File: src/rtl/tnet_tx_queue.sv
// Transmit-side packet framer and FIFO for the t-net Aurora link controller.
// Framed packets are handed to the controller over a four-phase req/ack handshake.
module tnet_tx_queue #(
    parameter int DEPTH       = 4,
    parameter int SETUP_CYC   = 2,
    parameter int TIMEOUT_CYC = 1024
) (
    input  logic                     clk_i,
    input  logic                     rst_ni,
    input  logic [7:0]               ID,
    input  logic                     link_ready_i,
    input  logic                     s_valid_i,
    output logic                     s_ready_o,
    input  logic [7:0]               s_op_i,
    input  logic [8:0]               s_dst_i,
    input  logic                     s_sync_i,
    input  logic [95:0]              s_dt_i,
    output logic                     tx_req_o,
    output logic [127:0]             tx_dt_o,
    input  logic                     tx_ack_i,
    output logic                     pkt_sent_o,
    output logic                     tx_timeout_o,
    output logic [$clog2(DEPTH):0]   fifo_cnt_o
);
    localparam int AW      = $clog2(DEPTH);
    localparam int CNT_MAX = (TIMEOUT_CYC > SETUP_CYC) ? TIMEOUT_CYC : SETUP_CYC;
    localparam int CW      = $clog2(CNT_MAX + 1);

    typedef enum logic [1:0] {IDLE, SETUP, REQ, RELEASE} state_e;

    logic [127:0] mem_q [DEPTH];
    logic [AW:0]  wr_ptr_q, wr_ptr_d, rd_ptr_q, rd_ptr_d, cnt_d;
    logic         ready_q, ready_d;
    logic         push, pop, empty;
    logic [1:0]   ack_sync_q, rdy_sync_q;
    logic         ack_s, rdy_s;
    state_e       state_q, state_d;
    logic [CW-1:0] cyc_q, cyc_d;
    logic [127:0] tx_dt_q, tx_dt_d, frame;
    logic         sent_q, sent_d, to_q, to_d;

    assign frame = {s_op_i, s_sync_i, 5'b0, s_dst_i, 1'b0, ID, s_dt_i};

    assign push     = s_valid_i & ready_q;
    assign empty    = (wr_ptr_q == rd_ptr_q);
    assign wr_ptr_d = wr_ptr_q + {{AW{1'b0}}, push};
    assign rd_ptr_d = rd_ptr_q + {{AW{1'b0}}, pop};
    assign cnt_d    = wr_ptr_d - rd_ptr_d;
    // Ready is registered so it stays low through reset and the first edge after it.
    assign ready_d  = (cnt_d != (AW+1)'(DEPTH));

    assign ack_s = ack_sync_q[1];
    assign rdy_s = rdy_sync_q[1];

    always_ff @(posedge clk_i) begin
        if (push) begin
            mem_q[wr_ptr_q[AW-1:0]] <= frame;
        end
    end

    always_comb begin
        state_d = state_q;
        cyc_d   = cyc_q;
        tx_dt_d = tx_dt_q;
        sent_d  = 1'b0;
        to_d    = 1'b0;
        pop     = 1'b0;
        case (state_q)
            IDLE: begin
                if (!empty && rdy_s) begin
                    tx_dt_d = mem_q[rd_ptr_q[AW-1:0]];
                    pop     = 1'b1;
                    cyc_d   = '0;
                    state_d = SETUP;
                end
            end
            SETUP: begin
                if (cyc_q == CW'(SETUP_CYC - 1)) begin
                    cyc_d   = '0;
                    state_d = REQ;
                end else begin
                    cyc_d = cyc_q + CW'(1);
                end
            end
            REQ: begin
                // Ack takes priority over a timeout expiring on the same edge.
                if (ack_s) begin
                    sent_d  = 1'b1;
                    state_d = RELEASE;
                end else if (TIMEOUT_CYC > 0 && cyc_q == CW'(TIMEOUT_CYC - 1)) begin
                    to_d    = 1'b1;
                    state_d = RELEASE;
                end else begin
                    cyc_d = cyc_q + CW'(1);
                end
            end
            RELEASE: begin
                if (!ack_s) begin
                    state_d = IDLE;
                end
            end
            default: state_d = IDLE;
        endcase
    end

    always_ff @(posedge clk_i or negedge rst_ni) begin
        if (!rst_ni) begin
            wr_ptr_q   <= '0;
            rd_ptr_q   <= '0;
            ready_q    <= 1'b0;
            ack_sync_q <= '0;
            rdy_sync_q <= '0;
            state_q    <= IDLE;
            cyc_q      <= '0;
            tx_dt_q    <= '0;
            sent_q     <= 1'b0;
            to_q       <= 1'b0;
        end else begin
            wr_ptr_q   <= wr_ptr_d;
            rd_ptr_q   <= rd_ptr_d;
            ready_q    <= ready_d;
            ack_sync_q <= {ack_sync_q[0], tx_ack_i};
            rdy_sync_q <= {rdy_sync_q[0], link_ready_i};
            state_q    <= state_d;
            cyc_q      <= cyc_d;
            tx_dt_q    <= tx_dt_d;
            sent_q     <= sent_d;
            to_q       <= to_d;
        end
    end

    assign s_ready_o    = ready_q;
    assign tx_req_o     = (state_q == REQ);
    assign tx_dt_o      = tx_dt_q;
    assign pkt_sent_o   = sent_q;
    assign tx_timeout_o = to_q;
    assign fifo_cnt_o   = wr_ptr_q - rd_ptr_q;

endmodule

File: config.mk
export PLATFORM = sky130hd
export DESIGN_NAME = tnet_tx_queue
export DESIGN_NICKNAME = d
export VERILOG_FILES = /design/src/rtl/tnet_tx_queue.sv
export SDC_FILE = /design/constraint.sdc
export NUM_CORES = 1
export LEC_CHECK = 0
export CORE_MARGIN = 2
export CORE_UTILIZATION = 35
export DETAILED_ROUTE_END_ITERATION = 10
export SETUP_SLACK_MARGIN = 0.5
export SLEW_MARGIN = 40
export SYNTH_ARGS = -nofsm -noshare
export SYNTH_HDL_FRONTEND = slang
export SYNTH_SLANG_ARGS = --single-unit
export TNS_END_PERCENT = 1
File: constraint.sdc
create_clock -name clk_i -period 8.8 [get_ports clk_i]
set_input_delay 0.88 -clock clk_i [delete_from_list [all_inputs] [get_ports clk_i]]
set_output_delay 0.88 -clock clk_i [all_outputs]
set_load 0.03 [all_outputs]
# Word level (Yosys, flattened, before mapping)

Memory sizes are Yosys's and may differ from the RTL's. A register that Yosys moved wholly into a read port is not among the register bits.
Cells that the tools add are included.

Order comparisons: 0
Reduce and logical (&&, ||, !) cells: 8
Shifts and indexed selects: 0
Multipliers: 0
Multiplexer cells: 20
Equal/unequal tests: 13
Div/mod/pow operators: 0
Bitwise operators: 1
Add/subtract/negate cells: 5

Operator list:

| cell                                                                     | number |
|---|---|
| 11-bit two-way mux                                                       | 4 |
| 11-bit one-hot mux with 3 select lines                                   | 1 |
| 11-bit by 1-bit adder with 11-bit output (second input constant)         | 1 |
| 11-bit by 1-bit equality test with 1-bit output (second input constant)  | 1 |
| 11-bit by 10-bit equality test with 1-bit output (second input constant) | 1 |
| 2-bit two-way mux                                                        | 5 |
| 2-bit != test (second input constant)                                    | 5 |
| 1-bit two-way mux                                                        | 9 |
| 2-bit one-hot mux with 4 select lines                                    | 1 |
| 4-bit AND reduction                                                      | 2 |
| 3-bit by 1-bit adder with 3-bit output                                   | 2 |
| 3-bit subtractor                                                         | 2 |
| 2-bit equality test (second input constant)                              | 2 |
| 3-bit equality test                                                      | 1 |
| 3-bit by 1-bit != test with 1-bit output (second input constant)         | 1 |
| 3-bit != test (second input constant)                                    | 1 |
| 3-bit nonzero test                                                       | 1 |
| 2-bit by 1-bit equality test with 1-bit output (second input constant)   | 1 |
| 1-bit zero test                                                          | 2 |
| 2-bit zero test                                                          | 1 |
| 2-bit AND reduction                                                      | 1 |
| 1-bit AND                                                                | 1 |
| 1-bit logical AND                                                        | 1 |

Word-level logic and storage cells: 58
Bits in latches: 0
ROM bits: 0
Memories: 1
Bits in registers: 154
Memory bits (writable): 488

Memories:

| name  | depth | bits a word | read ports | clocked after memory_dff | write ports | RTL line | RTL |
|---|---|---|---|---|---|---|---|
| mem_q | 4     | 122         | 1          | 1                        | 1           | 31       | `logic [127:0] mem_q [DEPTH];` |

# Logic depth before layout (Yosys ltp)

Depth in word-level cells: 8
Gate-level depth with buffers: 16
Mapped depth without buffers: 12

# Least setup slack after synthesis

Ideal clock, no wire load.

Path type: input to register
Start: input port s_valid_i
End: memory mem_q[0][0] in the netlist's numbering (enable)
Slack: -1156 ps
Library setup time: 753 ps
Arrival: 9204 ps
Required time: 8047 ps
Cell stages on the path: 2
Buffers on the path: 0
Cell sequence: nand2_1 nor3_1

Cells in the longest elaborated chain, start to end: 3

RTL lines:

| element                                 | RTL line | RTL |
|---|---|---|
| start: declaration                      | 12       | `input logic s_valid_i,` |
| 1-bit AND                               | 44       | `assign push = s_valid_i & ready_q;` |
| 1-bit two-way mux                       | 56       | `if (push) begin` |
| 1-bit two-way mux (implied by the code) | 57       | `mem_q[wr_ptr_q[AW-1:0]] <= frame;` |
| end: declaration                        | 31       |  |

No other way between the ends.

# Worst setup path after layout

Start: register rd_ptr_q[0]
End: output port fifo_cnt_o[2]

Cells in the longest elaborated chain, start to end: 1

RTL lines:

| element                  | RTL line | RTL |
|---|---|---|
| start: declaration       | 32       | `logic [AW:0] wr_ptr_q, wr_ptr_d, rd_ptr_q, rd_ptr_d, cnt_d;` |
| start signal: assignment | 120      | `rd_ptr_q <= rd_ptr_d;` |
| 3-bit subtractor         | 137      | `assign fifo_cnt_o = wr_ptr_q - rd_ptr_q;` |
| end: declaration         | 23       | `output logic [$clog2(DEPTH):0] fifo_cnt_o` |

No other way between the ends.

==> metrics <==
Clock Tree Root=clkbuf_16; post-synthesis mux area share=0.1755; final net count=1498; DIE HEIGHT=between 200 and 300 um; arrival time at the worst endpoint=3000 ps; Iteration-0 DRC Markers=a little under 700; gr usage total=0.1452; reg2reg start=rd_ptr_q[1]; max cap viols=0; actual slew at the worst max-slew pin=~800 ps; Worst Path Buf+Inv=1; drt wl/cell=~22 um; mapped cell area=roughly 24000 um2; asr flop ratio synth=0.2327; post-synthesis cell count=approximately 1100; outcome=finished, final reports clean; antenna viol nets, final=0; xor-xnor portion of the synthesized cell area=0.001855; Synth Area in Compound Gates=0.008638; P_leak=between 10 and 15 nW; share of cells above drive strength 1=0.2759; Setup crit start kind=register; Overflow after GRT=0; crit-path cells=ha_1 -> fa_1 -> xnor2_1 -> clkdlybuf4s50_1; first-pass GRT wire length=between 70000 and 80000 um; Post-synth top flop=edfxtp_1; largest net degree at the start of global routing=around 120; Post-Synth Adder-Cell Area=0.009326; synth cell count leaders=488 x edfxtp_1, 148 x dfrtp_1, 124 x mux2_2, 122 x mux4_2, 23 x clkbuf_1; Core Rows=95; worst setup path startpoint=rd_ptr_q[0]; DIE WIDTH=around 260 um; syn_area_per_cell=22.49 um2; RSZ-0062 raised after global routing=false; final WL=50480 um; Simple-Gate Fraction of Synth Area=0.01399; Final Hold Fails=0; Peak Freq=0.2578 GHz; Power Total=~11 mW; CTS Sinks=636; port buffer count=~260; post-synth top area cell=edfxtp_1; drt first pass iters=5; CP top delay family=buffers and inverters; IO Count=262; CP peak stage delay=roughly 730 ps; Worst Path Max Fanout=24; worst r2r path cells=6; Final Max Tran Viols=0; H-tree lvl count=3; number of distinct library cells after synthesis=between 40 and 50; ratio of total power to cell area=361.3 nW/um2; later-pin clock latency in the skew report=~600 ps; TritonCTS Buffers=70; sequential area share after synthesis=0.7775; Crit-path slowest cell=clkdlybuf4s50_1; Initial Utilization=0.3528; Core ar.=~67000 um2; clk slew on worst S/H paths=60 ps; largest family of logic cells by synthesized area=multiplexers; Vias=11210; CTS tree=yes; cts repair resizes=0; most common cell in the synthesized netlist=edfxtp_1; Sum Neg Setup Slack=0 ps; Worst EP required=roughly 7900 ps; peak supply drop=about 210 uV; critical path depth=4; worst min path class=input port to asynchronous set/reset pin; CP Capture Type=primary output; synthesis-to-layout area growth=25.34%; Synth area leaders=edfxtp_1 62%, dfrtp_1 16%, mux4_2 12%; Hold-fix buffers, CTS=0; setup bufs post-CTS=0; hold slack=157.3 ps; DR DRC count=0; initial antenna violation count=6; number of synthesized flops with an enable pin=488; minimum clock period=between 3000 and 4000 ps; via count of the first global-routing pass=12010; GP Congestion=approximately 0.74; Clock Skews=roughly 21 ps; vias per inst=between 4 and 5; worst setup path class=register to primary output; Die Area=roughly 70000 um2; period utilization=0.4407; count of final setup violators=0; Max-slew headroom=0.4642; Max Root-Sink Buffers=3; DP Wirelength=29570 um; warnings from Yosys=0; post-synth top area share=0.6206; number of synthesized register bits=around 640
==> flip-flops by register name, summed over array words and instances (netlist names) <==
register      cells
rd_ptr_q          3
s_ready_o         1
cyc_q            11
wr_ptr_q          3
rdy_sync_q        2
tx_dt_o         122
pkt_sent_o        1
tx_timeout_o      1
ack_sync_q        2
state_q           2
mem_q           488
==> routing by layer <==
metal / vias to the layer above / part of all wire / track usage
met3: 80 / 0.047 / 0.03290
met5: - / 0.0013 / 0
li1: 4886 / - / -
met1: 5977 / 0.44 / 0.1920
met4: 10 / 0.018 / 0.04284
met2: 261 / 0.50 / 0.2408
==> cells in the final DEF, fill, tap and decap left out, types with 3 or more instances in the layout <==
cell	instances
inv_6	4
buf_12	3
dfrtp_1	146
conb_1	6
clkinvlp_4	7
nand4_1	3
nor2_1	8
buf_4	10
edfxtp_1	488
nor4_1	3
clkbuf_1	18
ha_1	16
clkdlybuf4s50_1	254
mux2_2	124
inv_1	16
buf_16	4
and3_1	9
xnor2_1	4
nand4b_1	4
nand2_1	9
clkbuf_16	72
buf_6	3
nand3_1	6
a221o_1	6
clkinv_1	4
mux4_2	122
clkinv_2	12
clkbuf_8	9
==> area by class of cell <==
class,instances,area [um2]
Multi-Input combinational cell,353,5011
Clock buffer,98,1979
Timing Repair Buffer,277,2865
Tap cell,873,1092
Clock inverter,30,217.7
Inverter,16,60.06
Sequential cell,636,18370
Antenna cell,1,2.502
Fill cell,5646,37330
==> report_power, final <==
group	switching (mW)	internal, mW	total (mW)
Clock	1.17	1.61	2.78
Sequential	0.374	4.04	4.41
Combinational	1.86	1.65	3.50
Total	3.40	7.30	10.7
==> final timing paths <==
kind,end,slack [ps]
worst max-delay path,fifo_cnt_o[2],4920
worst min-delay path,tx_dt_o[101],160
worst max register to register,tx_dt_o[63],5230
worst min register to register,ack_sync_q[1],360
max in group asynchronous,rd_ptr_q[0],7260
min in group clk_i,ack_sync_q[1],360
==> cells by family after synthesis <==
| logic type | after synthesis |
|---|---|
| AO/OA/AOI/OAI | 21 |
| XOR/XNOR | 5 |
| adder cells (fa/ha/maj) | 17 |
| buffers and inverters | 66 |
| flip-flops | 636 |
| multiplexers | 246 |
| other | 1 |
| AND/OR/NAND/NOR | 58 |
==> through the flow <==
stage	area, um2	setup WS, ps	instances	utilization
2_1_floorplan	23630	-1156	1055	-
3_3_place_gp	27200	4976	2148	0.4065
3_5_place_dp	27290	5264	2151	0.4078
4_1_cts	29490	4846	2279	0.4406
5_1_grt	29590	4776	2284	0.4422
6_report	29590	4922	2284	0.4422
==> worst register-to-register path: cells and delay by family (launching register included) <==
family / cells / cell delay (ps)
compound gates: 1 / 190
fa+ha+maj: 1 / 350
buf+inv: 3 / 1490
flops: 1 / 830
mux: 1 / 590
Note: power is estimated with default switching activity, not from simulation.
